<file path="src/rtl/pipe_ctrl.sv">
// Pipeline control for the five-stage Y86-64 core: stall/bubble generation, CC gating and a
// run/drain/stop status FSM. Define PIPE_CTRL_PERF_EN to build the saturating performance counters.
module pipe_ctrl #(
   parameter int CNT_W = 32
) (
   input  logic             clk_i,
   input  logic             rst_i,
   input  logic [3:0]       D_icode_i,
   input  logic [3:0]       d_srcA_i,
   input  logic [3:0]       d_srcB_i,
   input  logic [3:0]       E_icode_i,
   input  logic [3:0]       E_dstM_i,
   input  logic             e_cnd_i,
   input  logic [3:0]       M_icode_i,
   input  logic [2:0]       m_stat_i,
   input  logic [3:0]       W_icode_i,
   input  logic [2:0]       W_stat_i,
   output logic             F_stall_o,
   output logic             D_stall_o,
   output logic             D_bubble_o,
   output logic             E_bubble_o,
   output logic             M_bubble_o,
   output logic             W_stall_o,
   output logic             set_cc_en_o,
   output logic [2:0]       cpu_stat_o,
   output logic             halted_o,
   output logic [CNT_W-1:0] cycle_cnt_o,
   output logic [CNT_W-1:0] stall_cnt_o,
   output logic [CNT_W-1:0] flush_cnt_o,
   output logic [CNT_W-1:0] retire_cnt_o
);

   localparam logic [3:0] INOP    = 4'h1;
   localparam logic [3:0] IMRMOVQ = 4'h5;
   localparam logic [3:0] IOPQ    = 4'h6;
   localparam logic [3:0] IJXX    = 4'h7;
   localparam logic [3:0] IRET    = 4'h9;
   localparam logic [3:0] IPOPQ   = 4'hB;
   localparam logic [3:0] RNONE   = 4'hF;
   localparam logic [2:0] SAOK    = 3'd1;

   localparam logic [1:0] ST_RUN   = 2'd0;
   localparam logic [1:0] ST_DRAIN = 2'd1;
   localparam logic [1:0] ST_STOP  = 2'd2;

   logic [1:0] state_r;
   logic [1:0] state_nxt_s;
   logic [2:0] cpu_stat_r;
   logic [2:0] cpu_stat_nxt_s;
   logic       load_use_s, ret_pend_s, mispred_s, exc_m_s, exc_w_s;
   logic       f_stall_s, d_stall_s, d_bubble_s, e_bubble_s, m_bubble_s, w_stall_s, set_cc_s;

   assign load_use_s = ((E_icode_i == IMRMOVQ) || (E_icode_i == IPOPQ)) && (E_dstM_i != RNONE)
                       && ((E_dstM_i == d_srcA_i) || (E_dstM_i == d_srcB_i));
   assign ret_pend_s = (D_icode_i == IRET) || (E_icode_i == IRET) || (M_icode_i == IRET);
   assign mispred_s  = (E_icode_i == IJXX) && !e_cnd_i;
   assign exc_m_s    = (m_stat_i != SAOK);
   assign exc_w_s    = (W_stat_i != SAOK);

   // Per-state control decode; reset forces bubbles into D/E/M and everything else low.
   always_comb begin
      f_stall_s  = 1'b0;
      d_stall_s  = 1'b0;
      d_bubble_s = 1'b0;
      e_bubble_s = 1'b0;
      m_bubble_s = 1'b0;
      w_stall_s  = 1'b0;
      set_cc_s   = 1'b0;
      if (rst_i) begin
         d_bubble_s = 1'b1;
         e_bubble_s = 1'b1;
         m_bubble_s = 1'b1;
      end else begin
         case (state_r)
            ST_RUN: begin
               f_stall_s  = load_use_s | ret_pend_s | exc_m_s;
               d_stall_s  = load_use_s;
               d_bubble_s = mispred_s | (ret_pend_s & !load_use_s) | exc_m_s;
               e_bubble_s = mispred_s | load_use_s;
               m_bubble_s = exc_m_s | exc_w_s;
               w_stall_s  = exc_w_s;
               set_cc_s   = (E_icode_i == IOPQ) & !exc_m_s & !exc_w_s;
            end
            ST_DRAIN: begin
               f_stall_s  = 1'b1;
               d_bubble_s = 1'b1;
               e_bubble_s = 1'b1;
               m_bubble_s = 1'b1;
               w_stall_s  = exc_w_s;
            end
            default: begin
               f_stall_s  = 1'b1;
               d_stall_s  = 1'b1;
               e_bubble_s = 1'b1;
               m_bubble_s = 1'b1;
               w_stall_s  = 1'b1;
            end
         endcase
      end
   end

   // Next state; an exception reaching W while M also faults skips the drain phase.
   always_comb begin
      state_nxt_s    = state_r;
      cpu_stat_nxt_s = cpu_stat_r;
      case (state_r)
         ST_RUN: begin
            if (exc_m_s && exc_w_s) begin
               state_nxt_s    = ST_STOP;
               cpu_stat_nxt_s = W_stat_i;
            end else if (exc_m_s) begin
               state_nxt_s = ST_DRAIN;
            end else begin
               state_nxt_s = ST_RUN;
            end
         end
         ST_DRAIN: begin
            if (exc_w_s) begin
               state_nxt_s    = ST_STOP;
               cpu_stat_nxt_s = W_stat_i;
            end else begin
               state_nxt_s = ST_DRAIN;
            end
         end
         ST_STOP: begin
            state_nxt_s = ST_STOP;
         end
         default: begin
            state_nxt_s = ST_STOP;
         end
      endcase
   end

   // FSM and latched status registers.
   always_ff @(posedge clk_i or posedge rst_i) begin
      if (rst_i) begin
         state_r    <= ST_RUN;
         cpu_stat_r <= SAOK;
      end else begin
         state_r    <= state_nxt_s;
         cpu_stat_r <= cpu_stat_nxt_s;
      end
   end

   assign F_stall_o   = f_stall_s;
   assign D_stall_o   = d_stall_s;
   assign D_bubble_o  = d_bubble_s;
   assign E_bubble_o  = e_bubble_s;
   assign M_bubble_o  = m_bubble_s;
   assign W_stall_o   = w_stall_s;
   assign set_cc_en_o = set_cc_s;
   assign cpu_stat_o  = cpu_stat_r;
   assign halted_o    = (state_r == ST_STOP);

`ifdef PIPE_CTRL_PERF_EN
   localparam logic [CNT_W-1:0] CNT_ONE = {{(CNT_W-1){1'b0}}, 1'b1};
   localparam logic [CNT_W-1:0] CNT_MAX = {CNT_W{1'b1}};

   logic [CNT_W-1:0] cycle_cnt_r, stall_cnt_r, flush_cnt_r, retire_cnt_r;
   logic             live_s, retire_s;

   assign live_s   = (state_r != ST_STOP);
   assign retire_s = (W_stat_i == SAOK) && (W_icode_i != INOP) && !w_stall_s;

   // Saturating event counters, frozen once the core has stopped.
   always_ff @(posedge clk_i or posedge rst_i) begin
      if (rst_i) begin
         cycle_cnt_r  <= {CNT_W{1'b0}};
         stall_cnt_r  <= {CNT_W{1'b0}};
         flush_cnt_r  <= {CNT_W{1'b0}};
         retire_cnt_r <= {CNT_W{1'b0}};
      end else if (live_s) begin
         if (cycle_cnt_r != CNT_MAX) cycle_cnt_r <= cycle_cnt_r + CNT_ONE;
         else                        cycle_cnt_r <= cycle_cnt_r;
         if ((state_r == ST_RUN) && f_stall_s && (stall_cnt_r != CNT_MAX))
            stall_cnt_r <= stall_cnt_r + CNT_ONE;
         else
            stall_cnt_r <= stall_cnt_r;
         if (mispred_s && (flush_cnt_r != CNT_MAX)) flush_cnt_r <= flush_cnt_r + CNT_ONE;
         else                                       flush_cnt_r <= flush_cnt_r;
         if (retire_s && (retire_cnt_r != CNT_MAX)) retire_cnt_r <= retire_cnt_r + CNT_ONE;
         else                                       retire_cnt_r <= retire_cnt_r;
      end else begin
         cycle_cnt_r  <= cycle_cnt_r;
         stall_cnt_r  <= stall_cnt_r;
         flush_cnt_r  <= flush_cnt_r;
         retire_cnt_r <= retire_cnt_r;
      end
   end

   assign cycle_cnt_o  = cycle_cnt_r;
   assign stall_cnt_o  = stall_cnt_r;
   assign flush_cnt_o  = flush_cnt_r;
   assign retire_cnt_o = retire_cnt_r;
`else
   assign cycle_cnt_o  = {CNT_W{1'b0}};
   assign stall_cnt_o  = {CNT_W{1'b0}};
   assign flush_cnt_o  = {CNT_W{1'b0}};
   assign retire_cnt_o = {CNT_W{1'b0}};
`endif

endmodule

</file>
<file path="config.mk">
export PLATFORM = sky130hd
export DESIGN_NAME = pipe_ctrl
export DESIGN_NICKNAME = d
export VERILOG_FILES = /design/src/rtl/pipe_ctrl.sv
export SDC_FILE = /design/constraint.sdc
export NUM_CORES = 1
export LEC_CHECK = 0
export ABC_AREA = 1
export CAP_MARGIN = 20
export CORE_MARGIN = 2
export CORE_UTILIZATION = 30
export CTS_CLUSTER_DIAMETER = 30
export DETAILED_ROUTE_END_ITERATION = 10
export GPL_TIMING_DRIVEN = 0
export PLACE_DENSITY_LB_ADDON = 0.08
export SLEW_MARGIN = 25
export SYNTH_ARGS = -nofsm -noshare
export SYNTH_HDL_FRONTEND = slang
export SYNTH_SLANG_ARGS = --single-unit
</file>
<file path="constraint.sdc">
create_clock -name clk_i -period 3.1 [get_ports clk_i]
set_input_delay 0.93 -clock clk_i [delete_from_list [all_inputs] [get_ports clk_i]]
set_output_delay 0.93 -clock clk_i [all_outputs]
set_load 0.02 [all_outputs]
</file>
# Word level (Yosys, flattened, before mapping)
# Cells that the tools add are included.
[word_totals]
reg_bits = 5
out_inout_bits = 139
word_cells = 64
[classes]
n_eq_ne = 16
mux = 21
bitwise = 9
n_reduce_logical = 16
[op_table]
columns = ["cell", "count"]
rows = [
  ["4-bit equality test (second input constant)", 4],
  ["1-bit 2-to-1 mux", 13],
  ["4-bit by 3-bit equality test with 1-bit output (second input constant)", 3],
  ["4-bit equality test", 2],
  ["3-bit 2-to-1 mux", 2],
  ["3-bit by 1-bit inequality test with 1-bit output (second input constant)", 2],
  ["1-bit bitwise OR", 6],
  ["3-bit case mux with 2 select lines", 1],
  ["1-bit logical AND", 4],
  ["1-bit logical NOT", 4],
  ["1-bit logical OR", 4],
  ["2-bit 2-to-1 mux", 2],
  ["2-bit inequality test (second input constant)", 2],
  ["4-bit inequality test (second input constant)", 1],
  ["1-bit case mux with 2 select lines", 2],
  ["2-bit case mux with 2 select lines", 1],
  ["1-bit bitwise AND", 3],
  ["3-bit AND reduction", 1],
  ["2-bit by 1-bit equality test with 1-bit output (second input constant)", 1],
  ["2-bit equality test (second input constant)", 1],
  ["2-bit logical NOT", 1],
  ["2-bit nonzero test", 1],
  ["2-bit OR reduction", 1],
]

# Depth between registers and ports, before layout
# Gate-level depths: netlist (run 1).
[logic_depth]
depth_word = 10
depth_mapped = 11
depth_no_buf = 11

# Worst setup path after synthesis (run 1)
# OpenSTA, ideal clock, no wires.
[synth_timing]
path_type = "input port to output port"
start = "input m_stat_i[1]"
end = "output set_cc_en_o"
t_arrival_ns = 1.930
setup_slack_ns = 0.240
cell_stages = 5
path_buffers = 0
cell_sequence = "nor2_1 > nand3_2 > nor2_1 > nand3_1 > nor4_2"
[synth_between]
elab_chain_cells = 6
[synth_rtl]
columns = ["item", "line", "text"]
rows = [
  ["start: declaration", "15", "input logic [2:0] m_stat_i,"],
  ["3-bit by 1-bit inequality test with 1-bit output", "57", "assign exc_m_s = (m_stat_i != SAOK);"],
  ["1-bit logical NOT", "82", "set_cc_s = (E_icode_i == IOPQ) & !exc_m_s & !exc_w_s;"],
  ["1-bit bitwise AND (2 in series)", "82", ""],
  ["1-bit 2-to-1 mux", "74", "case (state_r)"],
  ["1-bit 2-to-1 mux", "69", "if (rst_i) begin"],
  ["end: declaration", "24", "output logic set_cc_en_o,"],
]
# No other way between the ends.

# Final worst setup path (run 1)
[layout_timing]
start = "input E_icode_i[2]"
end = "output E_bubble_o"
[layout_between]
elab_chain_cells = 7
elab_cells_between_ends = 10
cone_classes = "eq/ne (3); mux (2); bitwise (1); reduce/logical (4)"
[layout_rtl]
columns = ["item", "line", "text"]
rows = [
  ["start: declaration", "11", "input logic [3:0] E_icode_i,"],
  ["4-bit by 3-bit equality test with 1-bit output / 4-bit equality test (equally long branches)", "53", "assign load_use_s = ((E_icode_i == IMRMOVQ) || (E_icode_i == IPOPQ)) && (E_dstM_i != RNONE)"],
  ["1-bit logical OR", "53", ""],
  ["1-bit logical AND", "53", ""],
  ["1-bit logical AND", "54", "&& ((E_dstM_i == d_srcA_i) || (E_dstM_i == d_srcB_i));"],
  ["1-bit bitwise OR (*)", "79", "e_bubble_s = mispred_s | load_use_s;"],
  ["1-bit 2-to-1 mux (*)", "74", ""],
  ["1-bit 2-to-1 mux (*)", "69", ""],
  ["end: declaration", "21", "output logic E_bubble_o,"],
]
# Mark *: on every way between the ends. The rest lies on a longest branch, timed or not.

==> results by group, run 1 <==
Job
  • Max_cap viols: 0

Outcome
  • Status: finished clean

Die
  • Die Y: 75.5 um
  • Total die area: 5710 um2
  • Starting Density: 30.6%
  • Die X-Extent: 75.5 um
  • Rows: 26
  • Top-Level Pins: 176
  • Core box area: 5010 um2

Setup path
  • Buf/Inv on CP: 4
  • Setup CP Type: input port to output port
  • Reg2reg start: state_r[0]
  • R2R Setup Slk: 1.93 ns
  • Cells along the critical path: dlygate4sd2_1, inv_2, nor2_4, buf_4, nand3_1, nor2_2, nor4_1, nand2_1, clkdlybuf4s15_2
  • Worst R2R End: cpu_stat_o[1]
  • R2R depth: 8
  • CP peak stage delay: 0.26 ns
  • Critical Path End Type: output port
  • CP required: 2.17 ns
  • CP Max Fanout: 3
  • Delay-heaviest family, CP: buffers and inverters
  • Slowest cell on crit path: clkdlybuf4s15_2
  • WP data arrival: 2.05 ns
  • CP startpoint kind: input port

Synth
  • Asr flop ratio synth: 100%
  • Post-synth top flop: dfrtp_1
  • Post-synth top area share: 62.6%
  • Area contributors post-synth: buf_4 (63%), nand2_1 (9.8%), dfrtp_1 (6.5%)
  • Post-synth EDFFs: 0
  • Synth Warn #: 0
  • Seq/Total Area, Yosys: 8.23%
  • Netlist cell types: 21
  • Synth area leader: buf_4
  • Post-Synthesis Cells: 233
  • Commonest cells post-synth: buf_4 (128), nand2_1 (40), inv_1 (16)
  • Mapped cell area: 1540 um2
  • Avg Cell Area, Syn: 6.59 um2
  • Number of synthesized register bits: 5
  • Top-count cell post-synth: buf_4

Routing
  • Met3 WL: 485 um
  • First DRT Iteration DRCs: 7
  • Routed WL: 3.21 mm
  • Via count: 1,410
  • Routed wl met2: 1.62 mm
  • Routed Antenna Nets: 0
  • Routed metal-1 wirelength: 1.06 mm
  • DRC violations left: 0
  • Highest routing layer actually used: met4
  • Average wire per standard cell: 6.67 um
  • Routed vias/inst: 2.93
  • TritonRoute pass-1 iters: 4

Global route
  • Initial antenna violation count: 0
  • Total GRT Usage: 9.71%
  • Pin count of the biggest net entering global routing: 8
  • Vias in the first global route: 1,079
  • First-pass GRT wire length: 4.27 mm
  • Grt ovf: 0

Timing
  • Min cycle time layout: 2.98 ns
  • Setup violators final: 0
  • F_max: 0.336 GHz
  • Max Slew Vio Count: 0
  • Setup TNS: 0 ns
  • Final hold violation count: 0
  • Period utilization: 96.0%
  • Clock skew: 0.00212 ns

Hold path
  • Hold EP: cpu_stat_o[0]
  • Hold path cells: 2
  • Hold Path Class: register to register
  • Worst hold start: cpu_stat_o[0]

Cells and area
  • NumNets Final: 449
  • Area Growth Syn to Fin: 71.1%
  • Fillers: 530
  • Share of layout cells above drive strength 1: 41.1%
  • ANT cells: 0
  • Final instance area: 2630 um2

Clock tree
  • Num CTS Buffers: 3
  • CTS root buf: clkbuf_8
  • CTS sink count: 5
  • CTS tree: done
  • CTS Buffer Depth: 2
  • Worst skew pair latency: 0.22 ns
  • Clock Pin Slew Worst Setup and Hold Paths: 0.03 ns
  • H-tree depth: 1

Power and ir drop
  • LEAKAGE: 1.74 nW
  • Worst vdd ir: 181 uV
  • Pwr per Cell Area: 211 nW/um2

Place
  • IO buf count: 43
  • Placer Congestion: 0.770
  • HPWL Detailed: 3.05 mm
  • DP Area: 2530 um2
==> flip-flops by register name, indices dropped and copies added (netlist names) <==
name / cells
state_r: 2
cpu_stat_o: 3
==> stage by stage <==
step	total power [mW]	worst slack, ns	hold WS [ns]	utilization (%)	std cells
3_3_place_gp	0.427	-0.578	0.458	50.5	473
3_5_place_dp	0.428	-0.598	0.461	50.5	473
2_1_floorplan	0.366	0.240	0.502	-	360
4_1_cts	0.547	0.00787	0.466	51.5	478
6_report	0.554	0.124	0.463	52.4	481
5_1_grt	0.594	-0.000939	0.484	52.4	481
==> how the worst max path moves through the flow <==
stage	slack, ns	start	to	depth (start not counted)
4_1_cts	0.008	m_stat_i[1]	M_bubble_o	6
5_1_grt	-0.0009	E_dstM_i[2]	D_bubble_o	13
3_3_place_gp	-0.58	E_dstM_i[2]	F_stall_o	10
3_5_place_dp	-0.60	E_dstM_i[2]	F_stall_o	10
2_1_floorplan	0.24	m_stat_i[1]	set_cc_en_o	5
6_report	0.12	E_icode_i[2]	E_bubble_o	9
==> worst min-delay path, stage by stage (launching register included) <==
cell and delay (ns):
dfstp_2 0.36, nand2_1 0.05, o21ai_1 0.05
==> layout by cell type (no fill, tap or decap), drive strengths merged <==
cell           count
dfstp              1
clkdlybuf4s50     13
nor2              14
a21oi              4
buf              136
nand2             42
dlygate4sd2       12
o211ai             1
nor4               2
nand3              7
o21ai              1
inv               23
nand3b             1
dlymetal6s2s       7
nand4              2
clkdlybuf4s15      5
conb             128
nor3               2
dfrtp              4
clkbuf             6
==> cell type report <==
cell class / count / area (um2) / share of cell area (%)
clock buffer: 4 / 45.0 / 1.72
tap: 70 / 87.6 / 3.33
timing repair buffer: 47 / 445 / 17.0
multi-input combinational: 204 / 875 / 33.3
inverter: 23 / 86.3 / 3.29
sequential: 5 / 126 / 4.81
buffer: 128 / 961 / 36.6
==> power breakdown <==
part | switching [mW] | internal (mW) | total [mW] | leakage (nW)
Combinational | 0.205 | 0.158 | 0.363 | 1.66
Clock | 0.0327 | 0.0883 | 0.121 | 0.0228
Sequential | 0.00113 | 0.0688 | 0.0700 | 0.0572
==> cell families after synthesis <==
| family | share of synthesized area (%) |
|---|---|
| compound gates | 2.69 |
| flops | 8.23 |
| simple gates | 20.6 |
| buf+inv | 68.2 |
| other cells | 0.244 |
==> routing by layer <==
metal	GRT usage (%)	vias up
li1	-	804
met3	4.23	4
met2	18.5	96
met4	3.12	0
met1	9.34	506
met5	0	-
==> timing repair <==
item | CTS | global route
resized for setup | 52 | 18
hold buffers | 0 | 0
pin swaps | 11 | 10
setup endpoints to repair | 7 | 5
setup buffers | 1 | 3
Power figures use the tool's default switching activity.
==> run 2: changes to the inputs <==
--- a/config.mk
+++ b/config.mk
@@ -8,7 +8,7 @@
 export ABC_AREA = 1
 export CAP_MARGIN = 20
 export CORE_MARGIN = 2
-export CORE_UTILIZATION = 30
+export CORE_UTILIZATION = 25
 export CTS_CLUSTER_DIAMETER = 30
 export DETAILED_ROUTE_END_ITERATION = 10
 export GPL_TIMING_DRIVEN = 0
==> results by group, run 2 (synthesis gave the netlist of run 1 again) <==
Outcome
  • Status: finished clean (unchanged)

Job
  • Max_cap viols: 0 (unchanged)

Cells and area
  • NumNets Final: 450 (was 449)
  • Share of layout cells above drive strength 1: 40.3% (was 41.1%)
  • Leading cell type in the layout, fill and taps excluded: buf_4 (unchanged)
  • Most frequent cells in the layout: buf_4 (134), conb_1 (128), nand2_1 (40) (unchanged)
  • Final instance area: 2610 um2 (was 2630 um2)
  • Fillers: 637 (was 530)
  • Area Growth Syn to Fin: 70.1% (was 71.1%)
  • Max reg flops: 3 (unchanged)
  • ANT cells: 0 (unchanged)

Place
  • Pre-CTS WS: -0.596 ns (was -0.598 ns)
  • Placer Congestion: 0.741 (was 0.770)
  • IO buf count: 43 (unchanged)
  • DP Area: 2540 um2 (was 2530 um2)
  • HPWL Detailed: 3.14 mm (was 3.05 mm)

Setup path
  • Worst R2R End: cpu_stat_o[2] (was cpu_stat_o[1])
  • Setup CP Type: input port to output port (unchanged)
  • Reg2reg start: state_r[0] (unchanged)
  • R2R Setup Slk: 1.89 ns (was 1.93 ns)
  • Critical Path End Type: output port (unchanged)
  • R2R depth: 8 (unchanged)
  • CP Max Fanout: 2 (was 3)
  • CP startpoint kind: input port (unchanged)
  • WP data arrival: 2.07 ns (was 2.05 ns)
  • CP required: 2.17 ns (about the same)

Global route
  • First-pass GRT wire length: 4.56 mm (was 4.27 mm)
  • Grt ovf: 0 (unchanged)
  • Total GRT Usage: 8.59% (was 9.71%)
  • Pin count of the biggest net entering global routing: 7 (was 8)
  • Vias in the first global route: 1,109 (was 1,079)
  • Initial antenna violation count: 0 (unchanged)

Clock tree
  • Clock Pin Slew Worst Setup and Hold Paths: 0.04 ns (was 0.03 ns)
  • CTS root buf: clkbuf_8 (unchanged)
  • CTS Buffer Depth: 2 (unchanged)
  • Num CTS Buffers: 3 (unchanged)
  • H-tree depth: 1 (unchanged)
  • CTS sink count: 5 (unchanged)
  • Worst skew pair latency: 0.22 ns (about the same)
  • CTS tree: done (unchanged)

Die
  • Rows: 28 (was 26)
  • Die Y: 82.4 um (was 75.5 um)
  • Starting Density: 25.9% (was 30.6%)
  • Die X-Extent: 82.4 um (was 75.5 um)
  • Top-Level Pins: 176 (unchanged)
  • Core box area: 5920 um2 (was 5010 um2)
  • Total die area: 6780 um2 (was 5710 um2)

Routing
  • Routed wl met2: 1.68 mm (was 1.62 mm)
  • Routed Antenna Nets: 0 (unchanged)
  • Routed WL: 3.37 mm (was 3.21 mm)
  • Routed vias/inst: 2.85 (was 2.93)
  • Highest routing layer actually used: met3 (was met4)
  • Average wire per standard cell: 6.92 um (was 6.67 um)
  • DRC violations left: 0 (unchanged)
  • Via count: 1,390 (was 1,410)
  • TritonRoute pass-1 iters: 4 (unchanged)
  • Routed metal-1 wirelength: 1.10 mm (was 1.06 mm)
  • Met3 WL: 595 um (was 485 um)
  • First DRT Iteration DRCs: 8 (was 7)

Power and ir drop
  • LEAKAGE: 1.70 nW (was 1.74 nW)
  • Worst vdd ir: 191 uV (was 181 uV)
  • Pwr per Cell Area: 211 nW/um2 (about the same)
  • Total power: 0.550 mW (was 0.554 mW)

Timing
  • Setup TNS: 0 ns (unchanged)
  • Min cycle time layout: 3.00 ns (was 2.98 ns)
  • Setup WS post-layout: 0.0979 ns (was 0.124 ns)
  • Final hold violation count: 0 (unchanged)
  • Max Slew Vio Count: 0 (unchanged)
  • Hold Slack: 0.468 ns (was 0.463 ns)
  • F_max: 0.333 GHz (was 0.336 GHz)
  • RSZ-0062 raised after global routing: false
  • Period utilization: 96.8% (was 96.0%)
  • Setup violators final: 0 (unchanged)
  • Clock skew: 0.00309 ns (was 0.00212 ns)

Hold path
  • Hold EP: cpu_stat_o[0] (unchanged)
  • Hold Path Class: register to register (unchanged)
  • Hold path cells: 2 (unchanged)
  • Worst hold start: cpu_stat_o[0] (unchanged)
-- run 2: cell types whose count changed in the layout (fill, tap and decap cells not counted), sizes merged --
cell | before | now
buf | 136 | 137
dlygate4sd2 | 12 | 20
dlymetal6s2s | 7 | 1
clkdlybuf4s15 | 5 | 3
clkdlybuf4s50 | 13 | 14
clkbuf | 6 | 5
-- run 2: layout make-up --
class | count | area, um2 | share of cell area [%]
plain buffers | 128 | 961 | 36.8
clock buffers | 4 | 45.0 | 1.72
inverters | 23 | 86.3 | 3.31
multi-input cells | 204 | 868 | 33.3
flip-flops and latches | 5 | 126 | 4.84
well taps | 75 | 93.8 | 3.59
repair buffers | 48 | 430 | 16.5
-- run 2: worst max path at each step --
stage	from	to	slack (ns)
after global routing	E_dstM_i[3]	D_bubble_o	0.004
after CTS	W_stat_i[1]	W_stall_o	0.04
after detailed placement	E_dstM_i[2]	D_bubble_o	-0.60
final	m_stat_i[2]	set_cc_en_o	0.1
after floorplan	m_stat_i[1]	set_cc_en_o	0.24
after global placement	E_dstM_i[2]	F_stall_o	-0.59
-- run 2: timing repair --
item / in CTS / in global routing
gates resized for setup: 54 / 7
endpoints found under the setup margin: 7 / 5
buffers inserted: 5 / 0
pin swaps: 14 / 2
hold buffers: 0 / 0
-- run 2: worst max-delay path, cell delays in order --
cell           delay (ns)
dlygate4sd2_1        0.24
nor2_2               0.12
nand3_2              0.12
nor2_4               0.14
nand3_2              0.11
nor4_4               0.23
buf_4                0.18
-- run 2: metrics by stage --
stage          util [%]  instances
3_5_place_dp       42.8        478
6_report           44.1        487
3_3_place_gp       42.8        478
5_1_grt            44.1        487
4_1_cts            43.9        487
2_1_floorplan         -        360
-- run 2: metal layers --
layer  global-route usage, %  vias to the layer above
met2                    16.3                       97
met1                    9.26                      487
li1                        -                      806
met3                    3.15                        0
met4                    1.00                        0
met5                       0                        -
-- run 2: where the power goes --
part	switching [mW]	internal (mW)	leakage, nW
Combinational	0.205	0.156	1.62
Clock	0.0306	0.0881	0.0228
Sequential	0.00134	0.0688	0.0572
==> run 3: changes to the inputs <==
==> constraint.sdc (replaced) <==
create_clock -name clk_i -period 3.1 [get_ports clk_i]
set_input_delay 0.775 -clock clk_i [delete_from_list [all_inputs] [get_ports clk_i]]
set_output_delay 0.775 -clock clk_i [all_outputs]
set_load 0.02 [all_outputs]
==> results by group, run 3 (synthesis gave the netlist of run 1 again) <==
Cells and area
  • Most frequent cells in the layout: buf_4 (128), conb_1 (128), nand2_1 (40) (was buf_4 (134), conb_1 (128), nand2_1 (40))
  • Share of layout cells above drive strength 1: 37.3% (was 40.3%)
  • Max reg flops: 3 (unchanged)
  • ANT cells: 0 (unchanged)
  • Area Growth Syn to Fin: 67.3% (was 70.1%)
  • NumNets Final: 445 (was 450)

Routing
  • DRC violations left: 0 (unchanged)
  • Routed wl met2: 1.60 mm (was 1.68 mm)
  • Routed WL: 3.26 mm (was 3.37 mm)
  • Met3 WL: 604 um (was 595 um)
  • First DRT Iteration DRCs: 12 (was 8)
  • Average wire per standard cell: 6.76 um (was 6.92 um)
  • Via count: 1,367 (was 1,390)
  • Highest routing layer actually used: met3 (unchanged)
  • TritonRoute pass-1 iters: 3 (was 4)
  • Routed vias/inst: 2.84 (was 2.85)
  • Routed Antenna Nets: 0 (unchanged)
  • Routed metal-1 wirelength: 1.05 mm (was 1.10 mm)

Job
  • Max_cap viols: 0 (unchanged)

Timing
  • Min cycle time layout: 2.99 ns (was 3.00 ns)
  • Clock skew: 0.00301 ns (was 0.00309 ns)
  • Period utilization: 96.3% (was 96.8%)
  • Setup violators final: 0 (unchanged)
  • Setup WS post-layout: 0.115 ns (was 0.0979 ns)
  • Final hold violation count: 0 (unchanged)
  • Max Slew Vio Count: 0 (unchanged)
  • F_max: 0.335 GHz (was 0.333 GHz)
  • Setup TNS: 0 ns (unchanged)
  • RSZ-0062 raised after global routing: false (unchanged)

Die
  • Top-Level Pins: 176 (unchanged)
  • Starting Density: 25.9% (unchanged)
  • Total die area: 6780 um2 (unchanged)
  • Core box area: 5920 um2 (unchanged)
  • Die X-Extent: 82.4 um (unchanged)
  • Rows: 28 (unchanged)
  • Die Y: 82.4 um (unchanged)

Place
  • Placer Congestion: 0.741 (unchanged)
  • IO buf count: 43 (unchanged)
  • Pre-CTS WS: -0.286 ns (was -0.596 ns)
  • HPWL Detailed: 3.14 mm (unchanged)

Setup path
  • Most frequent CP cell: clkdlybuf4s50_1 (was nand3_2)
  • Buf/Inv on CP: 2 (unchanged)
  • WP data arrival: 2.21 ns (was 2.07 ns)
  • Reg2reg start: state_r[0] (unchanged)
  • Critical Path End Type: output port (unchanged)
  • Setup CP Type: input port to output port (unchanged)
  • CP startpoint kind: input port (unchanged)
  • CP peak stage delay: 0.56 ns (was 0.24 ns)
  • CP required: 2.32 ns (was 2.17 ns)
  • Cells along the critical path: clkdlybuf4s50_1, nor3_2, a21oi_1, clkdlybuf4s50_1 (was dlygate4sd2_1, nor2_2, nand3_2, nor2_4, nand3_2, nor4_4, buf_4)
  • Delay-heaviest family, CP: buffers and inverters (was simple AND/OR/NAND/NOR gates)
  • CP startpoint: W_stat_i[1] (was m_stat_i[2])
  • Slowest cell on crit path: clkdlybuf4s50_1 (was dlygate4sd2_1)
  • CP Max Fanout: 4 (was 2)

Hold path
  • Hold Path Class: register to register (unchanged)
  • Worst hold start: cpu_stat_o[0] (unchanged)

Clock tree
  • CTS tree: done (unchanged)
  • Clock Pin Slew Worst Setup and Hold Paths: 0.04 ns (about the same)
  • H-tree depth: 1 (unchanged)
  • CTS sink count: 5 (unchanged)
  • Num CTS Buffers: 3 (unchanged)
  • Worst skew pair latency: 0.22 ns (about the same)
  • # hold bufs at CTS: 0 (unchanged)
  • CTS Buffer Depth: 2 (unchanged)
  • CTS root buf: clkbuf_8 (unchanged)

Power and ir drop
  • Pwr per Cell Area: 214 nW/um2 (was 211 nW/um2)
  • Worst vdd ir: 179 uV (was 191 uV)
  • LEAKAGE: 1.67 nW (was 1.70 nW)
  • Total power: 0.551 mW (was 0.550 mW)

Global route
  • Pin count of the biggest net entering global routing: 8 (was 7)
  • First-pass GRT wire length: 4.41 mm (was 4.56 mm)
  • Grt ovf: 0 (unchanged)
  • Initial antenna violation count: 0 (unchanged)
  • Total GRT Usage: 8.29% (was 8.59%)
  • Vias in the first global route: 1,074 (was 1,109)

Outcome
  • Status: finished clean (unchanged)
run 3: final timing paths:
path | end | slack (ns) | depth (start not counted)
min reg2reg | cpu_stat_o[0] | 0.47 | 2
max | W_stall_o | 0.11 | 4
max reg2reg | cpu_stat_o[2] | 2.01 | 7
min | cpu_stat_o[0] | 0.47 | 2
min in group asynchronous | state_r[0] | 0.92 | 2
max in group asynchronous | cpu_stat_o[0] | 1.92 | 2
run 3: per-stage QoR:
step           utilization (%)  instances  cell area [um2]  hold WS (ns)
5_1_grt                   43.4        482             2570         0.501
3_3_place_gp              42.8        478             2540         0.460
6_report                  43.4        482             2570         0.468
3_5_place_dp              42.8        478             2540         0.461
4_1_cts                   43.6        482             2580         0.467
2_1_floorplan                -        360             2010         0.502
run 3: report_power, final:
part / leakage, nW / internal, mW / switching, mW
logic: 1.59 / 0.162 / 0.200
clock network: 0.0228 / 0.0881 / 0.0304
registers: 0.0572 / 0.0688 / 0.00131
run 3: worst register-to-register path: cells and delay by family, from the launching register on:
family / cells / cell delay, ns
buffers and inverters: 3 / 0.19
flip-flops: 1 / 0.38
AND/OR/NAND/NOR: 4 / 0.41
run 3: metal layers:
metal	vias to the layer above	GRT usage [%]
met5	-	0
met4	0	1.00
met3	0	3.37
met2	97	15.6
met1	476	8.86
li1	794	-
run 3: cell type report:
cell class	count	area [um2]
multi-input cells	204	838
clock buffers	4	45.0
fillers	630	3350
well taps	75	93.8
repair buffers	43	418
plain buffers	128	961
inverters	23	86.3
flip-flops and latches	5	126
run 3: repair_timing:
action	4_1_cts	5_1_grt
endpoints found under the hold margin	0	0
resized for setup	10	10
pin swaps	0	1
setup buffers	0	0
gates cloned	0	0
endpoints found under the setup margin	6	5
